[config.mk]
export PLATFORM = sky130hd
export DESIGN_NAME = conversor_bcd_secuencial
export DESIGN_NICKNAME = d
export VERILOG_FILES = /design/src/rtl/divisor_pkg.sv /design/src/rtl/conversor_bcd_ajuste_bcd.sv /design/src/rtl/conversor_bcd_secuencial.sv
export SDC_FILE = /design/constraint.sdc
export NUM_CORES = 1
export LEC_CHECK = 0
export BUFFER_PORTS_ARGS = -buffer_cell sky130_fd_sc_hd__buf_2
export CELL_PAD_IN_SITES_DETAIL_PLACEMENT = 1
export CELL_PAD_IN_SITES_GLOBAL_PLACEMENT = 2
export CORE_UTILIZATION = 30
export DETAILED_ROUTE_END_ITERATION = 7
export PLACE_DENSITY = 0.77
export SETUP_SLACK_MARGIN = 0.02
export SLEW_MARGIN = 10
export SYNTH_ARGS = -nofsm -noshare
export SYNTH_HDL_FRONTEND = slang
export SYNTH_SLANG_ARGS = --single-unit
[constraint.sdc]
create_clock -name CLK -period 1.8 [get_ports CLK]
set_input_delay 0.18 -clock CLK [delete_from_list [all_inputs] [get_ports CLK]]
set_output_delay 0.18 -clock CLK [all_outputs]
set_load 0.1 [all_outputs]
[src/rtl/divisor_pkg.sv]
// Types and constants shared by the divider datapath and the sequential BCD converter.
package divisor_pkg;

    typedef enum logic [1:0] {
        IDLE   = 2'd0,
        AJUSTE = 2'd1,
        DESPL  = 2'd2
    } estado_t;

    localparam logic [3:0] BCD_AJUSTE = 4'd3;

    // Minimum BCD digits for a tamanyo-bit word: ceil(tamanyo*log10(2)), plus one for tiny widths.
    function automatic int n_digitos(input int tam);
        int base;
        base = (tam * 30103 + 99999) / 100000;
        return base + ((tam >= 4) ? 0 : 1);
    endfunction

endpackage

[src/rtl/conversor_bcd_ajuste_bcd.sv]
// Double-dabble adjust step: every packed BCD digit >= 5 gets +3, digits independent.
module ajuste_bcd #(
    parameter int N_DIG = 10
) (
    input  logic [4*N_DIG-1:0] acc_i,
    output logic [4*N_DIG-1:0] acc_o
);
    import divisor_pkg::*;

    logic [N_DIG-1:0][3:0] dig_in;
    logic [N_DIG-1:0][3:0] dig_out;

    assign dig_in = acc_i;

    for (genvar g = 0; g < N_DIG; g++) begin : g_dig
        // No carry into the next digit: an adjusted digit is at most 12, still 4 bits.
        assign dig_out[g] = (dig_in[g] >= 4'd5) ? (dig_in[g] + BCD_AJUSTE) : dig_in[g];
    end

    assign acc_o = dig_out;

endmodule

[src/rtl/conversor_bcd_secuencial.sv]
// Sequential binary-to-BCD converter (double dabble, one bit every two cycles).
// CONVERSOR_SIGNO_EN: when defined, Dato is two's complement and Signo reports the sign.
module conversor_bcd_secuencial #(
    parameter int tamanyo = 32,
    parameter int N_DIG   = 10,
    parameter int t_mod   = 6
) (
    input  logic                 CLK,
    input  logic                 RSTa,
    input  logic                 Start,
    input  logic [tamanyo-1:0]   Dato,
    output logic [4*N_DIG-1:0]   BCD,
    output logic                 Signo,
    output logic                 Done,
    output logic                 Busy
);
    import divisor_pkg::*;

    localparam int MIN_DIG = n_digitos(tamanyo);
    localparam int ACC_W   = 4 * N_DIG;

    estado_t              estado_q, estado_d;
    logic [tamanyo-1:0]   mag_q, mag_d;
    logic [ACC_W-1:0]     acc_q, acc_d;
    logic [t_mod-1:0]     cont_q, cont_d;
    logic [ACC_W-1:0]     bcd_q, bcd_d;
    logic                 done_q, done_d;
    logic                 busy_q, busy_d;
    logic [ACC_W-1:0]     acc_adj;
    logic [ACC_W-1:0]     acc_sh;
    logic [tamanyo-1:0]   mag_in;

    assert property (@(posedge CLK) (N_DIG >= MIN_DIG) && ((2 ** t_mod) > tamanyo));

    ajuste_bcd #(.N_DIG(N_DIG)) u_ajuste (
        .acc_i (acc_q),
        .acc_o (acc_adj)
    );

    assign acc_sh = {acc_q[ACC_W-2:0], mag_q[tamanyo-1]};

`ifdef CONVERSOR_SIGNO_EN
    logic sign_r_q, sign_r_d;
    logic signo_q, signo_d;

    // Most-negative input negates to itself, which is the correct unsigned magnitude.
    assign mag_in = Dato[tamanyo-1] ? (~Dato + 1'b1) : Dato;
    assign Signo  = signo_q;
`else
    assign mag_in = Dato;
    assign Signo  = 1'b0;
`endif

    always_comb begin
        estado_d = estado_q;
        mag_d    = mag_q;
        acc_d    = acc_q;
        cont_d   = cont_q;
        bcd_d    = bcd_q;
        done_d   = 1'b0;
        busy_d   = busy_q;
`ifdef CONVERSOR_SIGNO_EN
        sign_r_d = sign_r_q;
        signo_d  = signo_q;
`endif
        case (estado_q)
            IDLE: begin
                if (Start) begin
                    mag_d    = mag_in;
                    acc_d    = '0;
                    cont_d   = t_mod'(tamanyo);
                    busy_d   = 1'b1;
                    estado_d = AJUSTE;
`ifdef CONVERSOR_SIGNO_EN
                    sign_r_d = Dato[tamanyo-1];
`endif
                end
            end
            AJUSTE: begin
                acc_d    = acc_adj;
                estado_d = DESPL;
            end
            DESPL: begin
                acc_d  = acc_sh;
                mag_d  = {mag_q[tamanyo-2:0], 1'b0};
                cont_d = cont_q - 1'b1;
                if (cont_q == t_mod'(1)) begin
                    bcd_d    = acc_sh;
                    done_d   = 1'b1;
                    busy_d   = 1'b0;
                    estado_d = IDLE;
`ifdef CONVERSOR_SIGNO_EN
                    signo_d  = sign_r_q;
`endif
                end else begin
                    estado_d = AJUSTE;
                end
            end
            default: estado_d = IDLE;
        endcase
    end

    always_ff @(posedge CLK) begin
        if (!RSTa) begin
            estado_q <= IDLE;
            mag_q    <= '0;
            acc_q    <= '0;
            cont_q   <= '0;
            bcd_q    <= '0;
            done_q   <= 1'b0;
            busy_q   <= 1'b0;
`ifdef CONVERSOR_SIGNO_EN
            sign_r_q <= 1'b0;
            signo_q  <= 1'b0;
`endif
        end else begin
            estado_q <= estado_d;
            mag_q    <= mag_d;
            acc_q    <= acc_d;
            cont_q   <= cont_d;
            bcd_q    <= bcd_d;
            done_q   <= done_d;
            busy_q   <= busy_d;
`ifdef CONVERSOR_SIGNO_EN
            sign_r_q <= sign_r_d;
            signo_q  <= signo_d;
`endif
        end
    end

    assign BCD  = bcd_q;
    assign Done = done_q;
    assign Busy = busy_q;

endmodule

Word-level counts from Yosys, hierarchy flattened
Index checks and enable logic that the tools add are counted.
{"block": "totals", "word_cells": 92, "regBits": 122, "in_bits": 35, "output_inout_bits": 43}
{"block": "classes", "eq_ne": 15, "n_reduce_logical": 17, "order_cmp": 10, "n_addsub": 11, "mux": 23}
{"cell": "40-bit case mux with 3 select lines", "count": 1}
{"cell": "32-bit case mux with 2 select lines", "count": 1}
{"cell": "4-bit by 2-bit adder with 4-bit output, second input constant", "count": 10}
{"cell": "4-bit by 3-bit >= comparator with 1-bit output, second input constant", "count": 10}
{"cell": "4-bit two-way mux", "count": 10}
{"cell": "40-bit two-way mux", "count": 1}
{"cell": "3-bit AND reduction", "count": 11}
{"cell": "32-bit two-way mux", "count": 1}
{"cell": "2-bit by 1-bit inequality test with 1-bit output, second input constant", "count": 10}
{"cell": "6-bit case mux with 2 select lines", "count": 1}
{"cell": "6-bit by 1-bit equality test with 1-bit output, second input constant", "count": 1}
{"cell": "6-bit two-way mux", "count": 1}
{"cell": "2-bit case mux with 3 select lines", "count": 1}
{"cell": "2-bit AND reduction", "count": 3}
{"cell": "6-bit by 1-bit subtractor with 6-bit output, second input constant", "count": 1}
{"cell": "1-bit two-way mux", "count": 4}
{"cell": "2-bit inequality test, second input constant", "count": 2}
{"cell": "3-bit nonzero test", "count": 1}
{"cell": "2-bit by 1-bit equality test with 1-bit output, second input constant", "count": 1}
{"cell": "2-bit equality test, second input constant", "count": 1}
{"cell": "2-bit logical NOT", "count": 1}
{"cell": "2-bit two-way mux", "count": 1}
{"cell": "1-bit case mux with 2 select lines", "count": 1}
{"cell": "2-bit nonzero test", "count": 1}

Depth between registers and ports, before layout
{"block": "depth", "ltp_word": 3, "ltp_mapped": 9, "ltp_nobuf": 6}

Cells and area by module
A second synthesis with hierarchy kept.
{"block": "hier_totals", "hier_cells": 771, "hier_area_um2": 6510.0}
{"module": "conversor_bcd_secuencial", "instances": 1, "seq_area_each_um2": 2442.3, "area_each_um2": 5496.5, "cells_each": 611}
{"module": "ajuste_bcd", "instances": 1, "seq_area_each_um2": 0.0, "area_each_um2": 1013.5, "cells_each": 160}

Least setup slack after synthesis
No wires, ideal clock.
{"block": "synth_path", "path_type": "reg-to-reg", "startpoint": "register estado_q[0]", "endpoint": "register mag_q[10]", "required_time_ns": 1.684, "path_buffers": 3, "stages_incl_launch_ff": 8, "arrival_ns": 1.565, "setup_slack_ns": 0.119, "setup_time_ns": 0.116, "period_less_slack_ns": 1.681, "cell_sequence": "dfxtp_1 > inv_1 > ha_1 > buf_2 > mux2_4 > buf_6 > buf_2 > o211a_1"}
{"block": "synth_via", "elab_chain_len": 3, "elab_cells_between_ends": 6}
{"item": "start: declaration", "line": "conversor_bcd_secuencial.sv:22", "text": "estado_t estado_q, estado_d;"}
{"item": "start signal: assignment", "line": "conversor_bcd_secuencial.sv:117", "text": "estado_q <= estado_d;"}
{"item": "2-bit equality test or 2-bit logical NOT (tied branches)", "line": "conversor_bcd_secuencial.sv:66", "text": "case (estado_q)"}
{"item": "2-bit nonzero test (no source line) or 2-bit inequality test (tied branches)"}
{"item": "2-bit AND reduction (no source line)"}
{"item": "end signal: assignment", "line": "conversor_bcd_secuencial.sv:118", "text": "mag_q <= mag_d;"}
{"item": "end: declaration", "line": "conversor_bcd_secuencial.sv:23", "text": "logic [tamanyo-1:0] mag_q, mag_d;"}
Parallel ways exist; a longest one is shown, timed or not.
A chain may end at the register's enable or synchronous reset.

Worst setup path in the final report
{"block": "layout_path", "startpoint": "register estado_q[0]", "endpoint": "register cont_q[3]"}
{"block": "layout_via", "elab_chain_len": 3, "elab_cells_between_ends": 6}
{"item": "2-bit equality test or 2-bit logical NOT (tied branches)", "line": "conversor_bcd_secuencial.sv:66"}
{"item": "2-bit nonzero test (no source line) or 2-bit inequality test (tied branches)"}
{"item": "2-bit AND reduction (no source line)"}
{"item": "end signal: assignment", "line": "conversor_bcd_secuencial.sv:120", "text": "cont_q <= cont_d;"}
{"item": "end: declaration", "line": "conversor_bcd_secuencial.sv:25", "text": "logic [t_mod-1:0] cont_q, cont_d;"}
Parallel ways exist; a longest one is shown, timed or not.

==> flow_summary_export.csv <==
group,metric,value,unit
clock_network,clock_sinks,122,
pwr,powerDensity,989.0,nW/µm²
worst_setup_path,slowest_delay,0.38,ns
floorplan,ios,78,
worst_setup_path,rr_startpoint,"estado_q[0]$_SDFFE_PN0P_",
clock_network,cts_tree,"done",
layout,final_nets,887,
pwr,p_int,5.679,mW
logic_synthesis,synth_warnings,0,
logic_synthesis,synth_edf_count,0,
logic_synthesis,syn_area_per_cell,8.686,µm²
logic_synthesis,syn_nets,821,
floorplan,core_area,21290,µm²
logic_synthesis,synthSimpleGateAreaFrac,0.1681,
grt,gr-usage-all-layers,0.1559,
worst_setup_path,crit_path_end_kind,"flip-flop",
timing,period_needed,1.678,ns
pwr,pwr-share-seq,0.372,
min_path,hold_start,"Dato[0]",
route,antenna_left,0,
logic_synthesis,syn_inst,760,
pwr,clockPowerShare,0.472,
logic_synthesis,synth_top_family_by_area,"compound AO/OA/AOI/OAI gates",
timing,timing.final.crit_share,0.9323,
clock_network,cts_buffer_depth,2,
placed_design,io_buffers,76,
logic_synthesis,synth_compound_area_frac,0.2720,
worst_setup_path,cp.required,2.11,ns
placed_design,place_congestion,0.7299,
logic_synthesis,synth.area.mux_share,0.04928,
placed_design,dpl_cell_area,7279,µm²
clock_network,numCtsBuffers,17,
pwr,power,7.886,mW
grt,grt_pass1_vias,5556,
logic_synthesis,synth.area.top_cells,"dfxtp_1 37%, nand2_1 9.6%, a21boi_2 6.7%",
floorplan,rows,53,
pwr,power_switching,2.207,mW
pwr,sw_frac_of_total,0.2799,
worst_setup_path,crit_chain,"inv_1 > ha_4 > mux2_4 > buf_12 > nand2_1 > xor2_1 > nor2_1",
pwr,combPwrFrac,0.156,
logic_synthesis,synth-adder-area-share,0.04928,
layout,final_common_cell,"nand2_1",
timing,fin_worst_skew,0.006642,ns
logic_synthesis,yosysTopAreaCell,"dfxtp_1",
grt,grt_max_degree,93,
layout,final_cell_mix,"169 x nand2_1, 120 x dfxtp_1, 75 x o21ai_0, 75 x buf_2, 39 x a21boi_2",
pwr,vdd_drop_max,0.0006964,V
timing,rsz0062_at_grt,"no",
floorplan,die_area,22600,µm²
timing,slew_viol_final,0,
route,drt_first_pass_iters,4,
route,drc,0,
run_status,status,"complete, no violations",
timing,finalHoldViolCount,0,
layout,drive_gt1_frac,0.2217,
worst_setup_path,crit_type,"flip-flop to flip-flop",
timing,fmax,0.5959,GHz
route,first_iter_violations,219,
logic_synthesis,ys_types,43,
logic_synthesis,synth-main-ff-cell,"dfxtp_1",
worst_setup_path,cp_slowest_cell,"dfxtp_2",
placed_design,place_hpwl,10850,µm
route,vias_per_cell,4.992,
floorplan,start_util,0.3101,
clock_network,clk_latency,0.42,ns
worst_setup_path,cp-startpoint,"estado_q[0]$_SDFFE_PN0P_",
layout,area_delta_synth_final,20.79,%
grt,grt_antenna_before_repair,0,
route,vias,5561,
worst_setup_path,arrival,1.99,ns
pwr,power.static_leakage,3.174,nW
clock_network,cts-htree-levels,4,
logic_synthesis,ys_seq_elements,122,
floorplan,die_x,150.3,µm
placed_design,place_ws,0.03668,ns
clock_network,cts-root-buf,"clkbuf_16",
timing,fin_ws,0.1218,ns
run,cap_violations,0,
clock_network,cts_hold_buf,0,
grt,grt.overflow.total,0,
clock_network,clk_pin_slew,0.06,ns
route,wire_per_inst,15.01,µm
timing,finalSetupViolations,0,
worst_setup_path,crit_fanout,30,
floorplan,dieHeight,150.3,µm
logic_synthesis,seq_area_frac_synth,0.3700,
worst_setup_path,start_kind,"flip-flop",
layout,fin_area,7974,µm²
grt,grt_pass1_wl,27860,µm
placed_design,place_inst,1080,
timing,fin_tns_setup,0,ns
route,routed_wl,16720,µm
logic_synthesis,async_reset_ff_frac,0,
layout,antenna_cells,0,
layout,fin_cells,1114,
worst_setup_path,reg2reg_slack,0.12,ns
min_path,hold_class,"primary input to flip-flop",
logic_synthesis,synth-xor-area-share,0.01990,
logic_synthesis,netlist.area_leader.share,0.3700,
logic_synthesis,synth_area,6601,µm²
-- final timing paths --
kind	cells past startpoint	end
min	3	mag_q[0]$_SDFFE_PN0P_
max	7	cont_q[3]$_SDFFE_PN0P_
max reg2reg	7	cont_q[3]$_SDFFE_PN0P_
min reg2reg	2	BCD[13]$_SDFFE_PN0P_
-- power groups by stage --
stage / clock [mW] / combinational, mW / sequential, mW
after detailed placement: 0 / 1.21 / 2.99
after CTS: 3.82 / 1.22 / 2.93
after global placement: 0 / 1.19 / 2.99
after floorplan: 0 / 0.846 / 2.98
after global routing: 3.95 / 1.35 / 2.95
final: 3.72 / 1.23 / 2.93
-- synth_stat cells (all sizes together) (2+ instances only) --
library cell,number
nand2,169
dfxtp,122
o21ai,75
a21boi,73
mux2i,31
o211a,31
nand4,30
buf,28
clkbuf,28
inv,27
ha,26
nand2b,19
nor2,16
xor2,15
a21o,9
a21oi,9
a32oi,9
o21bai,9
o32ai,9
and2,3
nand3,3
nor2b,2
nor3,2
o21a,2
-- through the flow --
step | hold slack (ns) | util
2_1_floorplan | 0.3507 | -
3_3_place_gp | 0.4534 | 0.3420
3_5_place_dp | 0.4566 | 0.3420
4_1_cts | 0.02165 | 0.3723
5_1_grt | 0.04746 | 0.3746
6_report | 0.05051 | 0.3746
-- critical path: cells and delay by family (launching register included) --
family        cells  cell delay, ns
flops             1            0.38
mux               1            0.33
buf+inv           2            0.29
fa+ha+maj         1            0.24
xor+xnor          1            0.18
simple gates      2            0.14
-- routing by layer --
layer / GRT usage / vias to the layer above / wire length, µm
met4: 0.05000 / 0 / 233
met5: 0 / - / 0
met3: 0.03848 / 18 / 639
li1: - / 2791 / -
met1: 0.2038 / 2665 / 8064
met2: 0.2502 / 87 / 7781
-- cell type report --
cell class,count,area [µm²]
timing repair buffer,103,705.7
inverter,27,101.3
tap,275,344.1
multi-input combinational,555,3737
clock buffer,17,425.4
sequential,122,2445
fill,2498,13310
clock inverter,15,215.2
-- logic make-up after synthesis --
group                    Yosys count
multiplexers                      32
flip-flops                       122
AND/OR/NAND/NOR                  249
XOR/XNOR                          15
adder cells (fa/ha/maj)           26
buffers and inverters             83
other                              1
AO/OA/AOI/OAI                    232
-- sequential cells by signal, summed over array words and instances, names as in the netlist --
| register | flops |
|---|---|
| Done | 1 |
| cont_q | 6 |
| BCD | 40 |
| Busy | 1 |
| estado_q | 2 |
| mag_q | 32 |
| acc_q | 40 |
-- what timing repair did --
item	CTS	global route
gates resized for setup	2	7
pin swaps	0	1
setup endpoints to repair	2	15
buffers inserted	0	2
Power figures use the tool's default switching activity.
